<file path="config.mk">
export PLATFORM = sky130hd
export DESIGN_NAME = fifo_burst_ctrl
export DESIGN_NICKNAME = d
export VERILOG_FILES = /design/src/rtl/fifo_ctrl_pkg.sv /design/src/rtl/fifo_burst_ctrl_sat_cnt.sv /design/src/rtl/fifo_burst_ctrl.sv
export SDC_FILE = /design/constraint.sdc
export NUM_CORES = 1
export LEC_CHECK = 0
export BUFFER_PORTS_ARGS = -buffer_cell sky130_fd_sc_hd__clkbuf_2
export CAP_MARGIN = 20
export CORE_MARGIN = 5
export CORE_UTILIZATION = 40
export DETAILED_ROUTE_END_ITERATION = 6
export PLACE_DENSITY = 0.74
export SYNTH_ARGS = -nofsm -noshare
export SYNTH_HDL_FRONTEND = slang
export SYNTH_HIERARCHICAL = 1
export SYNTH_SLANG_ARGS = --single-unit
export TNS_END_PERCENT = 5
</file>
<file path="constraint.sdc">
create_clock -name clk -period 5.66 [get_ports clk]
set_input_delay 0.849 -clock clk [delete_from_list [all_inputs] [get_ports clk]]
set_output_delay 0.849 -clock clk [all_outputs]
set_load 0.005 [all_outputs]
</file>
<file path="src/rtl/fifo_ctrl_pkg.sv">
// Shared types and default sizing for the FIFO burst controller.
package fifo_ctrl_pkg;

  localparam int DEF_DATA_W    = 16;
  localparam int DEF_USEDW_W   = 8;
  localparam int DEF_BURST_LEN = 64;
  localparam int FIFO_DEPTH    = 2 ** DEF_USEDW_W;

  typedef enum logic [1:0] {
    ST_IDLE  = 2'd0,
    ST_BURST = 2'd1,
    ST_FLUSH = 2'd2,
    ST_CLR   = 2'd3
  } state_t;

endpackage

</file>
<file path="src/rtl/fifo_burst_ctrl_sat_cnt.sv">
// 16-bit saturating event counter with synchronous clear.
module sat_cnt (
  input  logic        clk,
  input  logic        rst,
  input  logic        clr,
  input  logic        inc,
  output logic [15:0] count
);

  // Count up on inc, hold at all-ones, clear has priority.
  always_ff @(posedge clk or negedge rst) begin
    if (!rst) begin
      count <= 16'd0;
    end else if (clr) begin
      count <= 16'd0;
    end else if (inc && (count != 16'hFFFF)) begin
      count <= count + 16'd1;
    end else begin
      count <= count;
    end
  end

endmodule

</file>
<file path="src/rtl/fifo_burst_ctrl.sv">
// Burst read controller for an external single-clock FIFO (read latency 1).
// Optional statistics counters are built when FIFO_BURST_CTRL_STAT_EN is defined.
module fifo_burst_ctrl
  import fifo_ctrl_pkg::*;
#(
  parameter int DATA_W    = DEF_DATA_W,
  parameter int USEDW_W   = DEF_USEDW_W,
  parameter int BURST_LEN = DEF_BURST_LEN
) (
  input  logic               clk,
  input  logic               rst,
  input  logic [DATA_W-1:0]  s_data,
  input  logic               s_valid,
  output logic               s_ready,
  output logic [DATA_W-1:0]  fifo_data,
  output logic               fifo_wrreq,
  output logic               fifo_rdreq,
  output logic               fifo_sclr,
  input  logic [DATA_W-1:0]  fifo_q,
  input  logic               fifo_full,
  input  logic               fifo_empty,
  input  logic [USEDW_W-1:0] fifo_usedw,
  output logic [DATA_W-1:0]  m_data,
  output logic               m_valid,
  output logic               m_sop,
  output logic               m_eop,
  input  logic               m_ready,
  input  logic               flush,
  input  logic               clear,
  output logic               busy
`ifdef FIFO_BURST_CTRL_STAT_EN
  ,
  output logic [15:0]        stat_bursts,
  output logic [15:0]        stat_stall
`endif
);

  localparam int LVL_W = USEDW_W + 1;
  localparam logic [LVL_W-1:0] BURST_L = LVL_W'(BURST_LEN);
  localparam logic [LVL_W-1:0] ONE_L   = LVL_W'(1);

  state_t             state_r, state_s;
  logic [LVL_W-1:0]   cnt_r, cnt_s;
  logic [LVL_W-1:0]   level_s;
  logic               flush_pend_r, flush_pend_s;
  logic               clear_pend_r, clear_pend_s;
  logic               rd_s, first_s, last_s;
  logic               rdreq_r, first_r, last_r;
  logic               sclr_r, busy_r;
  logic               m_valid_r, m_sop_r, m_eop_r;
  logic               s_ready_s;

  // usedw wraps to zero when the FIFO holds exactly 2**USEDW_W words.
  assign level_s    = fifo_full ? {1'b1, {USEDW_W{1'b0}}} : {1'b0, fifo_usedw};

  assign s_ready_s  = ~fifo_full & (state_r != ST_CLR);
  assign s_ready    = s_ready_s;
  assign fifo_data  = s_data;
  assign fifo_wrreq = s_valid & s_ready_s;

  assign fifo_rdreq = rdreq_r;
  assign fifo_sclr  = sclr_r;
  assign busy       = busy_r;
  assign m_valid    = m_valid_r;
  assign m_sop      = m_sop_r;
  assign m_eop      = m_eop_r;
  // q is only meaningful on valid beats; gating also keeps m_data at zero in reset.
  assign m_data     = m_valid_r ? fifo_q : {DATA_W{1'b0}};

  // Next-state, read counter and pending-request bookkeeping.
  always_comb begin
    state_s      = state_r;
    cnt_s        = cnt_r;
    flush_pend_s = flush_pend_r | flush;
    clear_pend_s = clear_pend_r | clear;
    case (state_r)
      ST_IDLE: begin
        if (clear_pend_r) begin
          state_s      = ST_CLR;
          cnt_s        = {LVL_W{1'b0}};
          clear_pend_s = 1'b0;
          flush_pend_s = 1'b0;
        end else if ((level_s >= BURST_L) && m_ready) begin
          state_s = ST_BURST;
          cnt_s   = BURST_L;
        end else if (flush_pend_r && !fifo_empty && m_ready) begin
          state_s      = ST_FLUSH;
          cnt_s        = level_s;
          flush_pend_s = flush;
        end else if (flush_pend_r && fifo_empty) begin
          flush_pend_s = flush;
        end else begin
          state_s = ST_IDLE;
        end
      end
      ST_BURST, ST_FLUSH: begin
        if (cnt_r <= ONE_L) begin
          cnt_s = {LVL_W{1'b0}};
          // A clear held back by the burst takes effect right after its last read.
          if (clear_pend_r) begin
            state_s      = ST_CLR;
            clear_pend_s = 1'b0;
            flush_pend_s = 1'b0;
          end else begin
            state_s = ST_IDLE;
          end
        end else begin
          cnt_s = cnt_r - ONE_L;
        end
      end
      ST_CLR: begin
        state_s = ST_IDLE;
      end
      default: begin
        state_s = ST_IDLE;
        cnt_s   = {LVL_W{1'b0}};
      end
    endcase
  end

  // Read-request markers for the upcoming cycle, delayed later into sop/eop.
  always_comb begin
    rd_s    = (state_s == ST_BURST) || (state_s == ST_FLUSH);
    first_s = rd_s && (state_r == ST_IDLE);
    last_s  = rd_s && (cnt_s == ONE_L);
  end

  // State, counter, pending flags and registered outputs.
  always_ff @(posedge clk or negedge rst) begin
    if (!rst) begin
      state_r      <= ST_IDLE;
      cnt_r        <= {LVL_W{1'b0}};
      flush_pend_r <= 1'b0;
      clear_pend_r <= 1'b0;
      rdreq_r      <= 1'b0;
      first_r      <= 1'b0;
      last_r       <= 1'b0;
      sclr_r       <= 1'b0;
      busy_r       <= 1'b0;
      m_valid_r    <= 1'b0;
      m_sop_r      <= 1'b0;
      m_eop_r      <= 1'b0;
    end else begin
      state_r      <= state_s;
      cnt_r        <= cnt_s;
      flush_pend_r <= flush_pend_s;
      clear_pend_r <= clear_pend_s;
      rdreq_r      <= rd_s;
      first_r      <= first_s;
      last_r       <= last_s;
      sclr_r       <= (state_s == ST_CLR);
      busy_r       <= (state_s != ST_IDLE);
      m_valid_r    <= rdreq_r;
      m_sop_r      <= first_r;
      m_eop_r      <= last_r;
    end
  end

`ifdef FIFO_BURST_CTRL_STAT_EN
  logic burst_done_s, stall_s, stat_clr_s;

  assign burst_done_s = ((state_r == ST_BURST) || (state_r == ST_FLUSH)) && (cnt_r <= ONE_L);
  assign stall_s      = s_valid & ~s_ready_s;
  assign stat_clr_s   = (state_r == ST_CLR);

  sat_cnt u_bursts (
    .clk   (clk),
    .rst   (rst),
    .clr   (stat_clr_s),
    .inc   (burst_done_s),
    .count (stat_bursts)
  );

  sat_cnt u_stall (
    .clk   (clk),
    .rst   (rst),
    .clr   (stat_clr_s),
    .inc   (stall_s),
    .count (stat_stall)
  );
`endif

endmodule
</file>
After elaboration in Yosys (flattened, before gate mapping)

Index checks and enable logic that the tools add are counted.

Flip-flop bits (word level): 21
Output and inout port bits: 40

Add/subtract/negate cells: 1
$lt $le $gt $ge: 2
Eq/ne operators: 8
Multiplexer cells: 24
Bitwise gates (word level): 5
Reduce and logical (&&, ||, !) cells: 11

Operator list:

| cell                  | count |
|---|---|
| $mux W9               | 5 |
| $pmux W9 S2           | 1 |
| $mux W16              | 1 |
| $mux W2               | 6 |
| $eq A9 B1 Y1 const B  | 1 |
| $ge A9 B7 Y1 const B  | 1 |
| $le A9 B1 Y1 const B  | 1 |
| $sub A9 B1 Y9 const B | 1 |
| $eq A2 B2 Y1 const B  | 4 |
| $mux W1               | 8 |
| $logic_and A1 B1 Y1   | 6 |
| $pmux W2 S3           | 1 |
| $eq A2 B1 Y1 const B  | 2 |
| $pmux W1 S2           | 2 |
| $and A1 B1 Y1         | 2 |
| $logic_not A2 Y1      | 1 |
| $ne A2 B2 Y1 const B  | 1 |
| $or A1 B1 Y1          | 2 |
| $reduce_bool A2 Y1    | 1 |
| $reduce_or A2 Y1      | 1 |
| $logic_not A1 Y1      | 1 |
| $logic_or A1 B1 Y1    | 1 |
| $not A1 Y1            | 1 |

Depth between registers and ports, before layout

Depth after elaboration: 10
Mapped depth: 13

Worst setup path before layout

No wires, ideal clock.

Path type: flip-flop to flip-flop
Start point: register cnt_r[6]
End point: register last_r
Library setup time: 94 ps
Arrival: 2867 ps
Required time: 5566 ps
Setup slack: 2699 ps
Cell stages (with the launch flop): 12
Path buffers: 0
Cell sequence: dfrtp_1 -> or4_4 -> nor3_1 -> a31oi_1 -> nor2_1 -> nor2_1 -> a221oi_1 -> inv_1 -> ha_1 -> nand2_1 -> or4_4 -> nor4b_4

Cells in the longest elaborated chain, start to end: 6
Elaborated cells between the ends (all ways): 14
Those cells by class: add/sub: 1; order compare: 1; eq/ne: 3; mux: 7; reduce/logical: 2

RTL lines:

| element                                             | line                   | source |
|---|---|---|
| start: declaration                                  | fifo_burst_ctrl.sv:43  | `logic [LVL_W-1:0] cnt_r, cnt_s;` |
| start signal: assignment                            | fifo_burst_ctrl.sv:132 | `cnt_r <= {LVL_W{1'b0}};` |
| start signal: assignment                            | fifo_burst_ctrl.sv:145 | `cnt_r <= cnt_s;` |
| $le A9 B1 Y1 (*)                                    | fifo_burst_ctrl.sv:97  | `if (cnt_r <= ONE_L) begin` |
| $mux W2 (*)                                         | fifo_burst_ctrl.sv:97  |  |
| $pmux W2 S3 (*)                                     | fifo_burst_ctrl.sv:76  | `case (state_r)` |
| net state_s[0]                                      | fifo_burst_ctrl.sv:42  | `state_t state_r, state_s;` |
| $eq A2 B1 Y1 / $eq A2 B2 Y1 (equally long branches) | fifo_burst_ctrl.sv:123 | `rd_s = (state_s == ST_BURST) \|\| (state_s == ST_FLUSH);` |
| $logic_or A1 B1 Y1 (*)                              | fifo_burst_ctrl.sv:123 |  |
| net rd_s                                            | fifo_burst_ctrl.sv:47  | `logic rd_s, first_s, last_s;` |
| $logic_and A1 B1 Y1 (*)                             | fifo_burst_ctrl.sv:125 | `last_s = rd_s && (cnt_s == ONE_L);` |
| net last_s                                          | fifo_burst_ctrl.sv:47  |  |
| end signal: assignment                              | fifo_burst_ctrl.sv:150 | `last_r <= last_s;` |
| end: declaration                                    | fifo_burst_ctrl.sv:48  | `logic rdreq_r, first_r, last_r;` |

Mark *: on every way through the listed nets, which the timed path passes. The rest lies on a longest branch.

Worst setup path in the final report

Ends and elaborated chain as after synthesis.

==> metrics.txt <==
status=complete, no violations; FF+latch count, synth=21; share of cells above drive strength 1=0.330; syn nets=around 230; Worst Setup Path Type=flop to flop; first-pass GRT wire length=just over 6000 µm; Hold Violations, Final=0; largest registers=cnt_r (9), state_r (2); H-tree depth=1; die area=roughly 5200 µm²; Worst-Skew Late Latency=about 0.26 ns; register area share after synthesis=0.337; largest net degree at the start of global routing=22; max frequency=about 310 MHz; crit path DAT=3.38 ns; minimum clock period=3.21 ns; drt first pass iters=4; Max VDD drop=about 0.26 mV; Tot GR Track Use=0.142; CTS tree=yes; PostCTS Resize Cnt=0; number of max-cap violations=0; Clock Tree Buf Depth=2; final setup fails=0; routed wire length=3750 µm; Sum Neg Setup Slack=0 ns; commonest non-fill, non-tap cells in the layout=55 x clkbuf_2, 21 x dfrtp_1, 19 x and2_1, 14 x nor2_1, 10 x nand2_1; die width=slightly above 70 µm; RSZ-0062 raised after global routing=false; Final WS setup=roughly 2.5 ns; row count=22; syn avg cell area=between 9 and 10 µm²; DP HPWL=3060 µm; Synth Flop Type=dfrtp_1; Lkg Pwr=approximately 0.88 nW; max_slew headroom=0.506; CP endpoint kind=flop; placed inst area=around 1700 µm²; # nets final=around 260; cts bufs inserted=3; critical path peak fanout=4; Initial Utilization=0.420; 1st-iter DRT viols=80; clock slew at reported path FFs=roughly 0.080 ns; Post-DRT Antenna Nets=0; hold_buf cts=0; final core occ=0.481; max reg flops=9; Syn. warnings=6; routed wire length per instance=between 10 and 15 µm; area growth from synthesis to layout=14.7%; Startpoint Class=flop; vias=roughly 1,400; Worst Tran Pin Value=0.741 ns; chip height=a little over 70 µm; antenna fix cells=0; Hold Crit Class=flop to flop; hold_ws=between 0.3 and 0.4 ns; Pins Over Slew Limit=0; Post-synth ARST share=1.00; pre-CTS setup slack=2.47 ns; buffers added on ports=55; Critical Path RT=5.83 ns; synth unique cells=51; initial antenna violation count=0; I/O Pins=88; Post-synth EDFFs=0; Final GP Congestion=0.952; vias in the first global route=~1,400; gr ovfl total=0; Root Driver=clkbuf_8; Pwr Density=559 nW/µm²; synthesized cell area=around 1600 µm²; most common cell after layout, fill and taps aside=clkbuf_2; final cycle utilization of the critical path=0.567; vias per cell=approximately 5.6; clk_skew=a little over 0.007 ns; Post-Layout Inst Area=~1800 µm²; Remaining DRCs=0; cell count after synthesis=between 150 and 200; CTS sink count=21; Reg with most FFs=cnt_r; # Post-CTS Setup Buffers=0; core area=about 3700 µm²
## routing by layer
layer | track usage | part of all wire | up-vias | routed length (µm)
li1 | - | - | 680 | -
met1 | 0.168 | 0.38 | 635 | 1420
met2 | 0.230 | 0.44 | 107 | 1640
met3 | 0.0706 | 0.17 | 10 | 648
met4 | 0.0389 | 0.013 | 0 | 50
met5 | 0 | 0 | - | 0
## synthesized netlist by cell type, types with 3 or more instances
cell type / number / share of area
a22oi_1: 3 / 0.014
and2_1: 19 / 0.076
buf_4: 16 / 0.077
dfrtp_1: 21 / 0.34
ha_1: 6 / 0.048
inv_1: 8 / 0.019
nand2_1: 10 / 0.024
nand2b_1: 3 / 0.012
nand3_1: 4 / 0.013
nor2_1: 14 / 0.034
nor3_1: 5 / 0.016
o21ai_0: 6 / 0.019
or3_1: 3 / 0.012
## final cells by class
cell class / instances / area (µm²)
timing repair buffer: 55 / 275
sequential: 21 / 526
clock buffer: 3 / 41.3
multi-input combinational: 121 / 852
inverter: 8 / 30.0
clock inverter: 1 / 5.00
fill: 360 / 1930
tap: 48 / 60.1
## critical path, stage by stage, from the launching register on
cell and delay, ns:
dfrtp_1 0.42, or4_4 0.59, nor3_1 0.30, a31oi_1 0.17, nor2_1 0.13, nor2_1 0.05, a221oi_1 0.36, inv_1 0.09
ha_1 0.32, nand2_1 0.05, or4_4 0.43, nor4b_4 0.20
## per-stage QoR
| step | total power [mW] | std cells |
|---|---|---|
| floorplan | 0.745 | 172 |
| global route | 1.10 | 257 |
| global placement | 0.896 | 253 |
| finish | 1.00 | 257 |
| CTS | 1.00 | 257 |
| detailed placement | 0.904 | 253 |
## path summary, 6_finish.rpt
kind | start | endpoint | slack (ns) | cells after the start
max in group asynchronous | rst | m_eop | 4.74 | 1
worst min-delay path | first_r | m_sop | 0.35 | 0
worst max register to register | cnt_r[6] | last_r | 2.45 | 11
worst max-delay path | cnt_r[6] | last_r | 2.45 | 11
worst min register to register | first_r | m_sop | 0.35 | 0
min in group asynchronous | rst | cnt_r[4] | 0.55 | 1
## report_power, final
part           leakage [nW]  total [mW]  switching [mW]  internal, mW
combinational         0.588       0.623           0.344         0.279
clock                0.0255      0.0987          0.0496        0.0491
sequential            0.270       0.280          0.0678         0.212
total                 0.883        1.00           0.461         0.540
## kinds of logic (layout without fill, tap and decap cells)
| family | count (synthesis) | in the layout | share of synthesized area |
|---|---|---|---|
| simple gates | 75 | 75 | 0.282 |
| mux | 3 | 3 | 0.0200 |
| xor+xnor | 2 | 2 | 0.0112 |
| flops | 21 | 21 | 0.337 |
| compound gates | 35 | 35 | 0.184 |
| buf+inv | 30 | 67 | 0.117 |
| fa+ha+maj | 6 | 6 | 0.0481 |
No activity file was read; power rests on OpenSTA's default activity.
